### src/rtl/core_run_ctrl.sv
// core_run_ctrl
//   Run controller for the single-cycle RV32 core. Sequences the core's
//   reset, bounds the run length and watches the fetch stream for halt
//   conditions (ebreak, ecall, self-loop, cycle timeout). All outputs are
//   registered.
//
// Ports
//   clk           system clock, rising edge
//   rst           asynchronous active-low reset of this block
//   start         one-cycle pulse beginning a run (honoured in IDLE/DONE)
//   pc            current PC of the core
//   instr         current fetched instruction
//   instr_valid   pc/instr valid this cycle (sampled in RUN only)
//   core_rst      active-high reset driven to the core
//   run_active    high while the core is running
//   done          sticky run-complete flag
//   timeout       sticky: run ended by reaching MAX_CYCLES
//   halt_cause    0 none, 1 ebreak, 2 ecall, 3 self-loop
//   cycle_count   cycles spent in RUN (saturating)
//   retired_count RUN cycles with instr_valid high (saturating)

module core_run_ctrl #(
  parameter int XLEN        = 32,
  parameter int RST_CYCLES  = 2,
  parameter int MAX_CYCLES  = 7,
  parameter int LOOP_DETECT = 3,
  parameter int CNT_W       = 32
) (
  input  logic             clk,
  input  logic             rst,
  input  logic             start,
  input  logic [XLEN-1:0]  pc,
  input  logic [31:0]      instr,
  input  logic             instr_valid,
  output logic             core_rst,
  output logic             run_active,
  output logic             done,
  output logic             timeout,
  output logic [1:0]       halt_cause,
  output logic [CNT_W-1:0] cycle_count,
  output logic [CNT_W-1:0] retired_count
);

  localparam logic [31:0] EBREAK = 32'h0010_0073;
  localparam logic [31:0] ECALL  = 32'h0000_0073;
  localparam int          HOLD_W = (RST_CYCLES > 1) ? $clog2(RST_CYCLES) : 1;

  typedef enum logic [1:0] {
    ST_IDLE,
    ST_RESET_HOLD,
    ST_RUN,
    ST_DONE
  } state_t;

  state_t            state, state_next;
  logic [HOLD_W-1:0] hold_cnt, hold_next;
  logic [XLEN-1:0]   last_pc, last_pc_next;
  logic [31:0]       loop_len, loop_len_next;
  logic              loop_seen, loop_seen_next;
  logic              done_next, timeout_next;
  logic [1:0]        cause_next;
  logic [CNT_W-1:0]  cycle_next, retired_next;

  // Scratch values for the RUN-state halt evaluation.
  logic [CNT_W-1:0]  cycle_inc;
  logic [31:0]       run_len;
  logic              loop_hit;

  // State and all registered outputs. core_rst/run_active follow the
  // next state so they change on the same edge as the state itself.
  always_ff @(posedge clk or negedge rst) begin
    if (!rst) begin
      state         <= ST_IDLE;
      hold_cnt      <= '0;
      last_pc       <= '0;
      loop_len      <= '0;
      loop_seen     <= 1'b0;
      core_rst      <= 1'b1;
      run_active    <= 1'b0;
      done          <= 1'b0;
      timeout       <= 1'b0;
      halt_cause    <= 2'd0;
      cycle_count   <= '0;
      retired_count <= '0;
    end else begin
      state         <= state_next;
      hold_cnt      <= hold_next;
      last_pc       <= last_pc_next;
      loop_len      <= loop_len_next;
      loop_seen     <= loop_seen_next;
      core_rst      <= (state_next != ST_RUN);
      run_active    <= (state_next == ST_RUN);
      done          <= done_next;
      timeout       <= timeout_next;
      halt_cause    <= cause_next;
      cycle_count   <= cycle_next;
      retired_count <= retired_next;
    end
  end

  // Next-state and next-register logic. Halt priority is
  // ebreak > ecall > self-loop > timeout; counters include the
  // triggering cycle.
  always_comb begin
    state_next     = state;
    hold_next      = hold_cnt;
    last_pc_next   = last_pc;
    loop_len_next  = loop_len;
    loop_seen_next = loop_seen;
    done_next      = done;
    timeout_next   = timeout;
    cause_next     = halt_cause;
    cycle_next     = cycle_count;
    retired_next   = retired_count;
    cycle_inc      = (cycle_count == '1) ? cycle_count : cycle_count + 1'b1;
    run_len        = 32'd1;
    loop_hit       = 1'b0;

    case (state)
      ST_IDLE, ST_DONE: begin
        if (start) begin
          state_next     = ST_RESET_HOLD;
          hold_next      = '0;
          last_pc_next   = '0;
          loop_len_next  = '0;
          loop_seen_next = 1'b0;
          done_next      = 1'b0;
          timeout_next   = 1'b0;
          cause_next     = 2'd0;
          cycle_next     = '0;
          retired_next   = '0;
        end
      end

      ST_RESET_HOLD: begin
        if (hold_cnt == HOLD_W'(RST_CYCLES - 1)) begin
          state_next = ST_RUN;
        end else begin
          hold_next = hold_cnt + 1'b1;
        end
      end

      ST_RUN: begin
        cycle_next = cycle_inc;
        if (instr_valid) begin
          retired_next = (retired_count == '1) ? retired_count : retired_count + 1'b1;
          // An unchanged PC extends the run; the length saturates so a
          // disabled detector never wraps back into a false match.
          if (loop_seen && (pc == last_pc)) begin
            run_len = (loop_len == '1) ? loop_len : loop_len + 32'd1;
          end
          last_pc_next   = pc;
          loop_len_next  = run_len;
          loop_seen_next = 1'b1;
          loop_hit       = (LOOP_DETECT != 0) && (run_len >= 32'(LOOP_DETECT));
        end

        if (instr_valid && (instr == EBREAK)) begin
          cause_next = 2'd1;
          done_next  = 1'b1;
          state_next = ST_DONE;
        end else if (instr_valid && (instr == ECALL)) begin
          cause_next = 2'd2;
          done_next  = 1'b1;
          state_next = ST_DONE;
        end else if (loop_hit) begin
          cause_next = 2'd3;
          done_next  = 1'b1;
          state_next = ST_DONE;
        end else if (cycle_inc == CNT_W'(MAX_CYCLES)) begin
          timeout_next = 1'b1;
          done_next    = 1'b1;
          state_next   = ST_DONE;
        end
      end

      default: state_next = ST_IDLE;
    endcase
  end

endmodule

### config.mk
export PLATFORM = sky130hd
export DESIGN_NAME = core_run_ctrl
export DESIGN_NICKNAME = d
export VERILOG_FILES = /design/src/rtl/core_run_ctrl.sv
export SDC_FILE = /design/constraint.sdc
export NUM_CORES = 1
export LEC_CHECK = 0
export CAP_MARGIN = 20
export CORE_UTILIZATION = 39
export CTS_CLUSTER_SIZE = 8
export DETAILED_ROUTE_END_ITERATION = 7
export GPL_TIMING_DRIVEN = 0
export PLACE_DENSITY = 0.73
export SYNTH_ARGS = -nofsm -noshare
export SYNTH_HDL_FRONTEND = slang
export SYNTH_SLANG_ARGS = --single-unit
### constraint.sdc
create_clock -name clk -period 3.31 [get_ports clk]
set_input_delay 0.8275 -clock clk [delete_from_list [all_inputs] [get_ports clk]]
set_output_delay 0.8275 -clock clk [all_outputs]
set_load 0.02 [all_outputs]
# Yosys cells after proc, flatten, opt, wreduce, memory -nomap -nowiden
# Index checks and enable logic that the tools add are counted.
[totals] reg_bits=138 out_inout_bits=70 elab_cells=94
[classes] n_addsub=4 magnitude_cmp=1 n_eq_ne=21 muxes=42 reduce_logical=14
[ops] cell="2-to-1 mux 32 bit" n=10
[ops] cell="one-hot mux 32 bit (2 select lines)" n=4
[ops] cell="adder 32 x 1 -> 32 bit (second input constant)" n=3
[ops] cell="== test 32 bit (second input constant)" n=3
[ops] cell="== test 32 x 21 -> 1 bit (second input constant)" n=1
[ops] cell="== test 32 x 3 -> 1 bit (second input constant)" n=1
[ops] cell="== test 32 bit" n=1
[ops] cell="== test 32 x 7 -> 1 bit (second input constant)" n=1
[ops] cell="greater-or-equal comparator 32 x 2 -> 1 bit (second input constant)" n=1
[ops] cell="2-to-1 mux 2 bit" n=10
[ops] cell="inequality test 2 bit (second input constant)" n=8
[ops] cell="2-to-1 mux 1 bit" n=12
[ops] cell="AND reduction 3 bit" n=3
[ops] cell="one-hot mux 1 bit (2 select lines)" n=4
[ops] cell="== test 2 bit (second input constant)" n=3
[ops] cell="one-hot mux 2 bit (3 select lines)" n=1
[ops] cell="AND reduction 6 bit" n=1
[ops] cell="inequality test 5 bit (second input constant)" n=1
[ops] cell="inequality test 4 bit (second input constant)" n=1
[ops] cell="one-hot mux 2 bit (2 select lines)" n=1
[ops] cell="AND reduction 2 bit" n=2
[ops] cell="AND reduction 4 bit" n=1
[ops] cell="nonzero test 2 bit" n=2
[ops] cell="logical AND 1 bit" n=3
[ops] cell="4 further kinds" n=4

# Longest topological paths before layout
# Gate-level depths: netlist of the first run.
[depth] ltp_word=13 depth_mapped=13

# Worst setup path before layout of the first run
# OpenSTA, ideal clock, no wires.
[synth_path] kind="register to register" startpoint="reg cycle_count[0]" endpoint="reg run_active" setup_ns=0.118 arrival_time_ns=3.075 required_ns=3.192 setup_slack_ns=0.117 stages_incl_launch_ff=12 period_less_slack_ns=3.193 cell_sequence="dfrtp_1 ha_1 nand3_1 nor4_1 buf_2 nand4_2 o21a_1 or3_1 or4_4 nor4_4 nor2_2 a21o_1"
[synth_between] elab_chain_cells=9 word_cells_on_any_way=10 cone_classes="add/sub (1); eq/ne (3); mux (6)"
[synth_rtl] element="start, declared" line_no="40" rtl="output logic [CNT_W-1:0] cycle_count,"
[synth_rtl] element="start signal, assigned" line_no="96" rtl="cycle_count <= cycle_next;"
[synth_rtl] element="adder 32 x 1 -> 32 bit or == test 32 bit (tied branches)" line_no="115" rtl="cycle_inc = (cycle_count == '1) ? cycle_count : cycle_count + 1'b1;"
[synth_rtl] element="2-to-1 mux 32 bit *" line_no="115"
[synth_rtl] element="== test 32 x 3 -> 1 bit *" line_no="170" rtl="end else if (cycle_inc == CNT_W'(MAX_CYCLES)) begin"
[synth_rtl] element="2-to-1 mux 2 bit *" line_no="170"
[synth_rtl] element="2-to-1 mux 2 bit *" line_no="166" rtl="end else if (loop_hit) begin"
[synth_rtl] element="2-to-1 mux 2 bit *" line_no="162" rtl="end else if (instr_valid && (instr == ECALL)) begin"
[synth_rtl] element="2-to-1 mux 2 bit *" line_no="158" rtl="if (instr_valid && (instr == EBREAK)) begin"
[synth_rtl] element="one-hot mux 2 bit (3 select lines) *" line_no="119" rtl="case (state)"
[synth_rtl] element="== test 2 bit *" line_no="92" rtl="run_active <= (state_next == ST_RUN);"
[synth_rtl] element="end signal, assigned" line_no="92"
[synth_rtl] element="end, declared" line_no="36" rtl="output logic run_active,"
# Every way passes the cells marked *; elsewhere a longest branch is shown, timed or not.
# A chain may end at the register's enable or synchronous reset.

# Worst setup path in the final report of the first run
# Ends and elaborated chain as after synthesis.

==> results.cfg, run 1 <==
[finish]
final_common_cell = clkdlybuf4s50_1
antennaDiodeCount = 0
utilization_pct = 52.80
area_growth_syn_to_layout_pct = 33.12
layout.nets = 1250
stdcell_area_um2 = 11490
drive_gt1_share_pct = 13.03
final_cell_mix = clkdlybuf4s50_1 (136), dfrtp_1 (125), nand2_1 (104), o21ai_0 (85), nor2_1 (81)

[place]
dp_hpwl_um = 19830
io_buffers = 137
place_congestion = 0.9982
pre_cts_slack_ns = -0.9415
dpl_cell_area_um2 = 10380

[global_route]
grt_pass1_wl_um = 44810
gr-total-overflow = 0
first_global_vias = 8289
antenna_found_initial = 0
grt_max_degree = 78
track_usage_pct = 25.46

[die]
num_io_pins = 138
rows = 54
dieArea_um2 = 22730
core-area_um2 = 21760
die_h_um = 150.8
start_util_pct = 39.67
die_w_um = 150.8

[critical_path]
worst_setup_path_start_kind = flop
endpoint_kind = flop
cp_max_fo = 10
worstPathArrival_ns = 3.56
crit_type = flop to flop
worst-endpoint-required_ns = 3.62

[timing]
max_freq_mhz = 307.5
fin_crit_ns = 3.252
finClkSkew_ns = 0.009176
slew-limit-headroom_pct = 52.90
finalSetupTns_ns = 0
setup_viol_count_final = 0
hold_violations = 0
tightest_slew_ns = 0.7065
worst_slack_ns = 0.05790
min_period_over_period_pct = 98.25
drv_slew = 0

[yosys]
synth_cells = 1010
synth_fp_nets = 1083
synth_cell_types = 69
synthArstFlopShare_pct = 100.0
synth_top_family_by_area = simple AND/OR/NAND/NOR gates
synth_area_per_cell_um2 = 8.544
synthAdderAreaFrac_pct = 0.7250
synthMuxAreaShare_pct = 0.4640
yosysSeqAreaShare_pct = 40.03
synth_compound_area_share_pct = 21.11
yosys_warnings = 0
syn_area_um2 = 8630
synth_top_area_share_pct = 39.73
synth_edf_count = 0
synthSimpleGateAreaFrac_pct = 26.78
yosys_most_used_dff = dfrtp_1
ys_seq_elements = 138
synthTopCellsByArea = dfrtp_1 (40%), o21ai_0 (5.0%), xor2_1 (4.9%)
synth_xor_area_share_pct = 7.206
synth_area_leader_cell = dfrtp_1

[clocking]
cts_hold_buf = 0
cts_max_level = 4
root_buffer = clkbuf_16
cts_tree = yes
cts.sinks = 138
clockBufferDepth = 2
clk_latency_ns = 0.43
numCtsBuffers = 17
clk_pin_slew_ns = 0.06

[detailed_routing]
drc_errors = 0
viasPerCell = 6.059
drtPass1Iterations = 6
num_vias = 8906
drt_iter0_markers = 778
postRouteAntennaNets = 0
routed_wl_um = 28310
wl_per_cell_um = 19.26

[power]
leakagePower_nw = 4.695
p_switching_w = 0.001728
ir_worst_vdd_uv = 329.6
fin_total_pwr_w = 0.005440
power.switching_fraction_pct = 31.77
p_comb_share_pct = 24.3
p_per_area_nw_per_um2 = 473.5
p_int_w = 0.003712
clkPwrFrac_pct = 39.5
seq_power_share_pct = 36.2

[hold_path]
hp-class = primary input to asynchronous set/reset pin

[outcome]
run_status = complete, no violations

[job]
timing.max_cap.violations = 0
[logic make-up after synthesis]
family,after synthesis
simple gates,436
compound gates,276
flops,138
buf+inv,80
xor+xnor,71
fa+ha+maj,5
mux,4
[routing by layer]
layer	up-vias	track usage (%)	share of wire [%]
li1	4139	-	-
met1	4266	34.00	43
met2	435	40.94	48
met3	66	4.152	6.8
met4	0	10.25	2.5
met5	-	0	0
[timing repair]
action                     4_1_cts  5_1_grt
setup endpoints to repair       85       56
pin swaps                        7       12
gates resized for setup         42       62
setup buffers                    8       14
[synthesized netlist by cell type (all sizes together) (3+ instances only)]
library cell,instances
nand3,46
nand2b,4
o22a,6
and2,9
nor4,31
a22oi,3
xnor2,23
o31ai,23
nand2,107
ha,5
and4,17
clkbuf,48
nor2,84
a311oi,5
nor3b,5
xor2,48
buf,15
o21ai,89
or4,12
inv,17
a211oi,8
nor3,24
and3,30
or3,14
a21o,11
dfrtp,137
a21oi,45
a41oi,4
mux2i,4
a31oi,20
o41ai,7
nand4,41
a22o,33
[per-stage QoR]
step | instances | hold WS, ns
global route | 1470 | 0.4341
CTS | 1463 | 0.4118
detailed placement | 1428 | 0.4693
global placement | 1427 | 0.4665
finish | 1470 | 0.3914
floorplan | 1010 | 0.4496
[layout make-up]
cell class / count / area, um2
clock buffer: 19 / 442.9
fill: 1971 / 10270
tap: 280 / 350.3
inverter: 17 / 66.31
clock inverter: 13 / 215.2
timing repair buffer: 161 / 1570
sequential: 138 / 3470
multi-input combinational: 792 / 5125
buffer: 50 / 247.7
[state kept, by name, summed over array words and instances, names as in the netlist, 2 cells and up]
| register | flops |
|---|---|
| cycle_count | 32 |
| last_pc | 32 |
| loop_len | 32 |
| retired_count | 32 |
| halt_cause | 2 |
| state | 2 |
[power by group through the flow]
stage	registers [W]	clock network (W)	logic (W)
finish	0.00197	0.00215	0.00132
global route	0.00199	0.00224	0.00145
CTS	0.00196	0.00217	0.00129
detailed placement	0.00199	0	0.00128
global placement	0.00198	0	0.00124
floorplan	0.00202	0	0.000695
[worst paths after layout]
path,depth (start not counted),to,slack (ns),startpoint
setup / recovery,13,run_active,0.06,cycle_count[0]
hold reg to reg,2,timeout,0.49,timeout
setup reg to reg,13,run_active,0.06,cycle_count[0]
hold / removal,1,cycle_count[2],0.39,rst
max in group asynchronous,2,loop_len[5],2.10,rst
min in group clk,2,timeout,0.49,timeout
[critical path, stage by stage, from the launching register on]
cell      delay, ns
dfrtp_2        0.48
ha_1           0.25
and3_1         0.25
nand4_1        0.12
buf_4          0.15
nor3_4         0.04
clkbuf_4       0.22
clkbuf_4       0.24
nor4_2         0.40
xnor2_1        0.21
o21ai_1        0.20
nor4_4         0.34
nor2_4         0.08
a21o_1         0.17
Note: power is estimated with default switching activity, not from simulation.
==> run 2: changes to the inputs <==
--- a/config.mk
+++ b/config.mk
@@ -10,7 +10,7 @@
 export CTS_CLUSTER_SIZE = 8
 export DETAILED_ROUTE_END_ITERATION = 7
 export GPL_TIMING_DRIVEN = 0
-export PLACE_DENSITY = 0.73
+export PLACE_DENSITY = 0.72
 export SYNTH_ARGS = -nofsm -noshare
 export SYNTH_HDL_FRONTEND = slang
 export SYNTH_SLANG_ARGS = --single-unit
==> results.cfg, run 2 (synthesis results as in run 1) <==
[finish]
area_growth_syn_to_layout_pct = 33.58
n_fill_cell = 2007
final_cell_mix = clkdlybuf4s50_1 (136), dfrtp_1 (124), nand2_1 (105), o21ai_0 (86), nor2_1 (81)
drive_gt1_share_pct = 13.76
stdcell_area_um2 = 11530
layout.nets = 1252
final_common_cell = clkdlybuf4s50_1
antennaDiodeCount = 0

[power]
p_per_area_nw_per_um2 = 455.4
leakagePower_nw = 4.728
ir_worst_vdd_uv = 286.2

[critical_path]
worst-endpoint-required_ns = 3.59
rrSetupSlack_ns = 0.12
timing.rr.end = done
worstPathArrival_ns = 3.47
crit_path_end = done
r2r-start = loop_len[7]
critPathLaunch = loop_len[7]
endpoint_kind = flop
crit_type = flop to flop
r2r_cells = 10
worst_setup_path_start_kind = flop
cp_max_fo = 7

[clocking]
root_buffer = clkbuf_16
cts_max_level = 4
clk_latency_ns = 0.43
clockBufferDepth = 2
numCtsBuffers = 17
cts.sinks = 138
clk_pin_slew_ns = 0.07
cts_hold_buf = 0
cts_tree = yes

[detailed_routing]
drtPass1Iterations = 5
postRouteAntennaNets = 0
drt_iter0_markers = 763
wl_per_cell_um = 19.22
drc_errors = 0
routed_wl_um = 28290
viasPerCell = 6.022
num_vias = 8864

[global_route]
grt_pass1_wl_um = 44850
grt_max_degree = 97
track_usage_pct = 25.52
antenna_found_initial = 0
gr-total-overflow = 0
first_global_vias = 8354

[outcome]
run_status = complete, no violations

[die]
core-area_um2 = 21760
dieArea_um2 = 22730
rows = 54
num_io_pins = 138
die_w_um = 150.8
start_util_pct = 39.67
die_h_um = 150.8

[timing]
max_freq_mhz = 313.5
tightest_slew_ns = 0.8649
timing.hold.ws_ns = 0.3151
slew-limit-headroom_pct = 42.12
min_period_over_period_pct = 96.37
drv_slew = 0
setup_viol_count_final = 0
finClkSkew_ns = 0.01144
fin_crit_ns = 3.190
hold_violations = 0

[place]
dp_hpwl_um = 20140
io_buffers = 137
dpl_cell_area_um2 = 10380
place_congestion = 0.9507

[job]
timing.max_cap.violations = 0

[hold_path]
hp-class = primary input to asynchronous set/reset pin
[run 2: cell type report]
cell class	count	area, um2	share of cell area [%]
Timing Repair Buffer	165	1613	13.99
Clock inverter	14	150.1	1.303
Sequential cell	138	3471	30.11
Clock buffer	18	439.2	3.810
Inverter	17	63.81	0.5536
Buffer	48	242.7	2.106
Tap cell	280	350.3	3.039
Multi-Input combinational cell	792	5197	45.09
[run 2: worst min path at each step]
stage	cells past startpoint	slack, ns	from	end
finish	1	0.32	rst	retired_count[24]
global route	1	0.33	rst	retired_count[17]
CTS	1	0.33	rst	retired_count[17]
detailed placement	2	0.48	timeout	timeout
global placement	1	0.47	loop_seen	loop_seen
floorplan	1	0.45	loop_seen	loop_seen
[run 2: timing repair]
action	in CTS	in global routing
endpoints found under the setup margin	59	65
gates resized for setup	42	66
pin swaps	9	10
buffers inserted	13	13
[run 2: metrics by stage]
step	setup TNS (ns)	instances	setup WS [ns]	power, W	util [%]
2_1_floorplan	0	1010	0.1169	0.002720	-
3_3_place_gp	-635.47	1427	-4.340	0.003239	47.58
3_5_place_dp	-41.90	1428	-0.9546	0.003267	47.71
4_1_cts	0	1469	0.006005	0.005223	51.56
5_1_grt	-0.03943	1472	-0.03637	0.005485	52.98
6_report	0	1472	0.1203	0.005249	52.98
[run 2: worst max-delay path, cell delays in order, from the launching register on]
cell and delay [ns]:
dfrtp_1 0.52, nand3_1 0.43, nor4_4 0.47, nand3_1 0.22
a311oi_1 0.29, o21ai_0 0.15, nor4_2 0.36, a31oi_2 0.13
buf_4 0.18, nor2_2 0.19, o21ai_1 0.10
[run 2: power by group]
group / total (W) / switching [W] / internal [W]
registers: 0.00196 / 0.000139 / 0.00182
logic: 0.00133 / 0.000804 / 0.000530
clock network: 0.00195 / 0.000862 / 0.00109
total: 0.00525 / 0.00181 / 0.00344
[run 2: routing by layer]
layer	part of all wire, %	track usage [%]
met2	48	41.63
met5	0	0
met1	43	33.32
met3	5.7	4.000
met4	3.4	11.15
